[src/rtl/job_initiator.sv]
// rtl/job_initiator.sv - job handshake initiator and phase-order monitor for the phase sequencer
// Optional statistics (job_count, last_latency) built only when JOB_INIT_STATS_EN is defined.
module job_initiator #(
    parameter int TIMEOUT = 16,
    parameter int LAT_W   = 8,
    parameter int CNT_W   = 16
) (
    input  logic             clock,
    input  logic             rst_n,
    input  logic             req_in,
    output logic             req_ready,
    input  logic             err_clr,
    output logic             start,
    input  logic             A,
    input  logic             B,
    input  logic             C,
    input  logic             D,
    input  logic             en,
    input  logic             valid,
    output logic             busy,
    output logic             done,
    output logic             err,
    output logic [1:0]       err_code,
    output logic [CNT_W-1:0] job_count,
    output logic [LAT_W-1:0] last_latency
);

    typedef enum logic [1:0] {IDLE, ISSUE, RUN, ERR} state_t;

    localparam logic [5:0] S_IDLE = 6'b100000;

    state_t     state, next_state;
    logic [2:0] ph;
    logic [7:0] tmo;
    logic [5:0] s, exp_s;
    logic       job_done, err_set;
    logic [1:0] err_cause;

    assign s     = {A, B, C, D, en, valid};
    // ph=1 expects B, ph=5 expects valid: the idle strobe shifted right by ph
    assign exp_s = S_IDLE >> ph;

    assign start     = (state == ISSUE);
    assign busy      = (state == ISSUE) || (state == RUN);
    assign req_ready = (state == IDLE);

    always_ff @(posedge clock or negedge rst_n) begin
        if (!rst_n) state <= IDLE;
        else        state <= next_state;
    end

    always_comb begin
        next_state = state;
        job_done   = 1'b0;
        err_set    = 1'b0;
        err_cause  = 2'b00;
        case (state)
            IDLE: if (req_in) next_state = ISSUE;
            ISSUE: begin
                if (s == S_IDLE) begin
                    next_state = RUN;
                end else if (tmo == 8'(TIMEOUT - 1)) begin
                    next_state = ERR;
                    err_set    = 1'b1;
                    err_cause  = 2'b01;
                end
            end
            RUN: begin
                if (s != exp_s) begin
                    next_state = ERR;
                    err_set    = 1'b1;
                    err_cause  = 2'b10;
                end else if (ph == 3'd5) begin
                    // Completion counts as IDLE, so a pending request issues without a gap
                    job_done   = 1'b1;
                    next_state = req_in ? ISSUE : IDLE;
                end
            end
            ERR: if (err_clr) next_state = IDLE;
            default: next_state = IDLE;
        endcase
    end

    always_ff @(posedge clock or negedge rst_n) begin
        if (!rst_n) begin
            ph       <= 3'd0;
            tmo      <= 8'd0;
            done     <= 1'b0;
            err      <= 1'b0;
            err_code <= 2'b00;
        end else begin
            if (next_state != RUN)  ph <= 3'd0;
            else if (state == ISSUE) ph <= 3'd1;
            else                     ph <= 3'(ph + 3'd1);

            if (state == ISSUE) tmo <= 8'(tmo + 8'd1);
            else                tmo <= 8'd0;

            done <= job_done;

            if (err_set) begin
                err      <= 1'b1;
                err_code <= err_cause;
            end else if (state == ERR && err_clr) begin
                err      <= 1'b0;
                err_code <= 2'b00;
            end
        end
    end

`ifdef JOB_INIT_STATS_EN
    localparam logic [LAT_W-1:0] LAT_MAX = '1;

    logic [LAT_W-1:0] lat;

    always_ff @(posedge clock or negedge rst_n) begin
        if (!rst_n) begin
            lat          <= '0;
            job_count    <= '0;
            last_latency <= '0;
        end else begin
            if (next_state == ISSUE && state != ISSUE)
                lat <= '0;
            else if ((state == ISSUE || state == RUN) && lat != LAT_MAX)
                lat <= lat + 1'b1;

            if (job_done) begin
                job_count    <= job_count + 1'b1;
                last_latency <= lat;
            end
        end
    end
`else
    assign job_count    = '0;
    assign last_latency = '0;
`endif

endmodule
[config.mk]
export PLATFORM = sky130hd
export DESIGN_NAME = job_initiator
export DESIGN_NICKNAME = d
export VERILOG_FILES = /design/src/rtl/job_initiator.sv
export SDC_FILE = /design/constraint.sdc
export NUM_CORES = 1
export LEC_CHECK = 0
export BUFFER_PORTS_ARGS = -buffer_cell sky130_fd_sc_hd__buf_4
export CAP_MARGIN = 20
export CORE_UTILIZATION = 54
export DETAILED_ROUTE_END_ITERATION = 10
export PLACE_DENSITY_LB_ADDON = 0.05
export SETUP_SLACK_MARGIN = 0.3
export SYNTH_ARGS = -nofsm -noshare
export SYNTH_HDL_FRONTEND = slang
export SYNTH_SLANG_ARGS = --single-unit
[constraint.sdc]
create_clock -name clock -period 4.9 [get_ports clock]
set_input_delay 0.245 -clock clock [delete_from_list [all_inputs] [get_ports clock]]
set_output_delay 0.245 -clock clock [all_outputs]
set_load 0.02 [all_outputs]
[Yosys cells after proc, flatten, opt, wreduce, memory -nomap -nowiden]
Cells that the tools add are included.
Word-level totals
  flip-flop bits (word level): 17
  bits of input ports: 10
  output and inout bits: 31
  word-level logic and storage cells: 47
Cells by class
  muxes and demuxes: 26
  equality and inequality tests: 8
  add/sub/neg operators: 2
  reduce and logical (&&, ||, !) cells: 4
  shift-type cells: 1
Operators with widths (count)
  2-bit 2-to-1 mux: 9
  1-bit 2-to-1 mux: 11
  8-bit by 1-bit adder with 8-bit output (second input constant): 1
  8-bit by 4-bit equality test with 1-bit output (second input constant): 1
  8-bit 2-to-1 mux: 1
  2-bit case mux with 4 select lines: 1
  6-bit equality test (second input constant): 1
  3-bit 2-to-1 mux: 2
  6-bit inequality test: 1
  6-bit by 3-bit right shift with 6-bit output (first input constant): 1
  2-bit equality test (second input constant): 2
  2-bit case mux with 2 select lines: 1
  3-bit by 1-bit adder with 3-bit output (second input constant): 1
  3-bit equality test (second input constant): 1
  2-bit by 1-bit equality test with 1-bit output (second input constant): 1
  2-bit zero test: 1
  2-bit inequality test (second input constant): 1
  1-bit case mux with 2 select lines: 1
  2-bit nonzero test: 1
  1-bit logical AND: 1
  1-bit logical OR: 1

[Longest topological paths before layout]
  word-level depth: 6
  depth in mapped cells: 7
  mapped depth without buffers: 7

[Worst setup path before layout]
Ideal clock, no wire load.
  path kind: register to register
  start point: reg ph[0]
  end point: reg ph[0]
  library setup time: 0.094 ns
  period minus slack after synthesis: 2.352 ns
  setup slack: 2.548 ns
  arrival time: 2.258 ns
  required time: 4.806 ns
  path buffers: 0
  cell stages (with the launch flop): 7
  cells stage by stage: dfrtp_1 -> inv_1 -> ha_1 -> or4b_1 -> a311o_1 -> or4_4 -> a221oi_2
Between the ends
  cells in the longest elaborated chain, start to end: 6
  elaborated cells on any way between the ends: 10
  classes of those cells: 1 x add/sub; 3 x eq/ne; 1 x shift; 5 x mux
Ends and longest elaborated chain
  start, declared: RTL line 33  | logic [2:0] ph;
  start signal, assigned: RTL line 94  | else ph <= 3'(ph + 3'd1);
  6-bit by 3-bit right shift with 6-bit output or 3-bit equality test (tied branches): RTL line 41, 73
  6-bit inequality test or 2-bit 2-to-1 mux (tied branches): RTL line 69, 73
  2-bit 2-to-1 mux: RTL line 69  | if (s != exp_s) begin
  2-bit case mux with 4 select lines: RTL line 57  | case (state)
  2-bit inequality test: RTL line 92  | if (next_state != RUN) ph <= 3'd0;
  3-bit 2-to-1 mux *: RTL line 92
Mark *: on every way between the ends. The rest lies on a longest branch, timed or not.
A chain may end at the register's enable or synchronous reset.

[Worst setup path in the final report]
  start point: reg ph[0]
  end point: reg ph[2]
The elaborated chain is that of the path after synthesis.

==> results by stage <==
Outcome:
- The run finished with clean final reports.

Setup path:
- The end point of the critical path is ph[2].
- The maximum fanout along the worst path is 5.
- The family with the most delay on the worst path is simple AND/OR/NAND/NOR gates.
- The critical path in this run is classified as flip-flop to flip-flop.
- The arrival time at the worst endpoint is 2.72 ns.
- The slowest stage of the critical path is the or4_4 cell.
- The buffer and inverter count on the worst path is 1.
- STA classifies the critical path startpoint as a flip-flop.
- The worst reg-to-reg setup slack is 2.37 ns.
- The kind of end point of the critical path is a flip-flop.
- In this run the number of cells on the critical path is 6.
- The worst register-to-register path ends at ph[2].
- The path depth of the worst reg2reg path is 6.
- The critical register-to-register path startpoint is ph[0].
- The critical path goes through inv_1 > ha_1 > or4b_1 > a311o_1 > or4_4 > a211oi_1.
- At the worst endpoint, the required time is 5.10 ns.
- On the worst path, the slowest cell contributes a delay of 0.57 ns.
- Tracing the worst setup path back leads to its startpoint at ph[0].

Drt:
- For this run, design rule violations remaining after detail routing come to 0.
- The detailed router's first-iteration violation count is 20.
- In the final routed layout, each cell accounts on average for 11.9 um.
- The number of detailed-route iterations in the first pass is 5.
- Detailed routing inserted a total of 920 vias.
- The final antenna-violating net count is 0.
- The average vias per placed instance is 5.11.
- The final layout contains routed wiring with a total length of 2.14 mm.

Timing:
- After layout, the worst path uses 51.6% of the clock period.
- Setup repair after global routing left no endpoint under its margin.
- Summed over all failing endpoints, the final setup total negative slack is 0 ns.
- The final count of pins violating max slew was 0.
- Across the routed clock network, the largest skew measured is 0.00146 ns.
- The maximum operating frequency is 0.396 GHz.
- The final count of hold timing violations is 0.
- Setup violations remaining at the end of the flow were counted as 0.
- Counting I/O delays and the setup requirement, the final critical path takes 2.53 ns.
- Setup slack on the critical path of the routed design comes to 2.37 ns.

Global route:
- The overall routing resource usage is 19.4%.
- Entering global routing, the biggest net connects 18 pins.
- The global-route wire length before repair is 3.69 mm.
- The initial antenna violation count is 0.
- The number of global-route vias before repair came to 878.
- After global routing the overflow that remains totals 0.

Final layout:
- The share of layout cells above drive strength 1 is 19.6%.
- The number of antenna cells inserted is 0.
- Measured on the finished design, the core utilization comes to 64.8%.
- The finished layout holds 180 standard cells, fillers aside.
- From synthesis to final layout, the design area changed by 7.88%.
- At the end of the flow, the number of nets in the layout was 174.

Synth:
- Of all flip-flops after synthesis, the portion carrying an async set or reset was 100%.
- A synthesized cell averages 9.31 um^2.
- The synthesized netlist occupies a cell area of 1240 um^2.
- Yosys printed 0 warnings.
- The most used flip-flop cell after synthesis is dfrtp_1.
- By area the synthesized netlist is led by dfrtp_1 34%, buf_4 15%, ha_1 10%, xnor2_1 4.2%, nor2_1 3.6%.
- The number of instances in the synthesized netlist is 133.
- Sequential cells were found to cover 34.3% of the synthesized design area.
- The number of synthesized flops with an enable pin is 0.
- The count of state elements after synthesis is 17.
- The portion of synthesized cell area occupied by the leading cell type is 34.3%.
- The number of different library cells used by synthesis comes to 41.
- Of all cell types, the one taking the most synthesized area is dfrtp_1.

Floorplanning:
- Pin placement for this block handled 41 I/O pins.
- The initial utilization of the core area, before any placement, comes to 60.1%.
- The core region is 2060 um^2.
- The die area is 2490 um^2.
- The die outline width is 49.9 um.
- The row count is 16.
- In this run the vertical extent of the chip is 49.9 um.

Power and ir drop:
- The analysis attributes to cell leakage a power of 0.000663 uW.
- Across the VDD grid, the largest voltage drop is 0.426 mV.
- Power spread over the standard cell area amounts to 376 nW/um^2.

Clock tree:
- Clock tree synthesis inserted a total of 3 buffers.
- In this run the number of H-tree levels came out at 1.
- The clock tree from TritonCTS is built.
- The TritonCTS sink count is 17.
- The post-cts sizing count is 0.
- Post-CTS timing repair inserted 0 buffers for setup.
- Buffers inserted to repair hold after CTS numbered 1.
- The buffer levels on the longest clock path is 2.
- After clock tree synthesis, the clock-pin slew on the worst setup and hold paths is 0.10 ns.
- The clock latency of the later-clocked register in the worst-skew pair is 0.29 ns.
- In this run the clock root is driven by a clkbuf_4.

Placement:
- The count of port buffers added during placement is 16.
- OpenSTA, run right after detailed placement, puts the worst setup slack at 2.41 ns.
- At the end of routability-driven placement, the weighted congestion stood at 0.748.
- The wire-length estimate of the detail-placed layout is 1.69 mm.
- Once placement completed, the tool counted placed cells totaling 175.

Flow run:
- Across the run, the number of max-cap violations was 0.

Worst hold path:
- The worst hold path class is primary input to flip-flop.
-- tightest hold or removal path: cells and delay by family --
| kind | cells | cell delay [ns] |
|---|---|---|
| AOI/OAI and AO/OA | 1 | 0.06 |
| buffers and inverters | 1 | 0.08 |
| and+or+nand+nor | 2 | 0.15 |
-- layout make-up --
type                    instances  area, um^2
multi-input cells             107         689
fillers                       187         726
well taps                      27        33.8
clock buffers                   3        22.5
repair buffers                 17         130
inverters                       8        30.0
clock inverters                 1        5.00
flip-flops and latches         17         425
-- worst min path at each step --
| stage | from | to | slack (ns) | cells after the start |
|---|---|---|---|---|
| global placement | rst_n | tmo[7] | 0.12 | 1 |
| global route | rst_n | tmo[7] | 0.35 | 2 |
| finish | err_clr | err_code[1] | 0.28 | 4 |
| detailed placement | rst_n | tmo[7] | 0.12 | 1 |
| CTS | err_clr | err_code[1] | 0.27 | 4 |
| floorplan | rst_n | done | -0.05 | 0 |
-- cells by family after synthesis --
group / after synthesis / share of synthesized area [%]
AO/OA/AOI/OAI: 20 / 12.0
XOR/XNOR: 8 / 5.66
adder cells (fa/ha/maj): 10 / 10.1
buffers and inverters: 32 / 17.0
flip-flops: 17 / 34.3
other: 1 / 0.303
AND/OR/NAND/NOR: 45 / 20.6
-- power by group --
| part | switching (uW) | internal (uW) | total (uW) |
|---|---|---|---|
| registers | 20.7 | 166 | 186 |
| logic | 150 | 91.1 | 241 |
| clock network | 45.0 | 30.4 | 75.4 |
-- metal layers --
layer / share of wire, % / global-route usage [%] / wire, um / vias to the layer above
met1: 44 / 22.1 / 939 / 435
met4: 0.33 / 2.86 / 7 / 0
li1: - / - / - / 456
met2: 51 / 36.0 / 1090 / 27
met5: 0 / 0 / 0 / -
met3: 4.4 / 5.56 / 95 / 2
-- stage by stage --
stage | total power [uW] | hold WS, ns | cell area [um^2]
floorplan | 369 | -0.0506 | 1330
CTS | 507 | 0.274 | 1340
global route | 539 | 0.350 | 1340
global placement | 427 | 0.120 | 1300
detailed placement | 429 | 0.122 | 1300
finish | 503 | 0.277 | 1340
-- synth_stat cells (2+ instances only) --
cell      number
xnor2_1        6
nor3_1         3
and3_1         4
buf_4         24
o21ai_0        5
inv_1          7
ha_1          10
a21oi_1        2
nand3_1        4
a211oi_1       2
dfrtp_1       17
xor2_1         2
nor2_1        12
nand2_1        7
and2_1         2
-- registers in the layout, indices dropped and copies added (netlist names) --
register / count
done: 1
err: 1
err_code: 2
ph: 3
state: 2
tmo: 8
-- cells in the final DEF, fill, tap and decap left out, drive strengths merged, types with 2 or more instances in the layout --
cell    netlist  final
xor2          2      2
clkinv        1      2
nor3          3      3
and2          3      3
xnor2         6      6
conb          1     24
o21ai         5      5
a211oi        2      2
nor2         12     12
buf          24     16
ha           10     10
or4           2      2
dfrtp        17     17
inv           7      7
nand2         7      7
nand3         4      4
and3          5      5
a21oi         2      2
clkbuf        0      3
(Power assumes the default switching activity.)
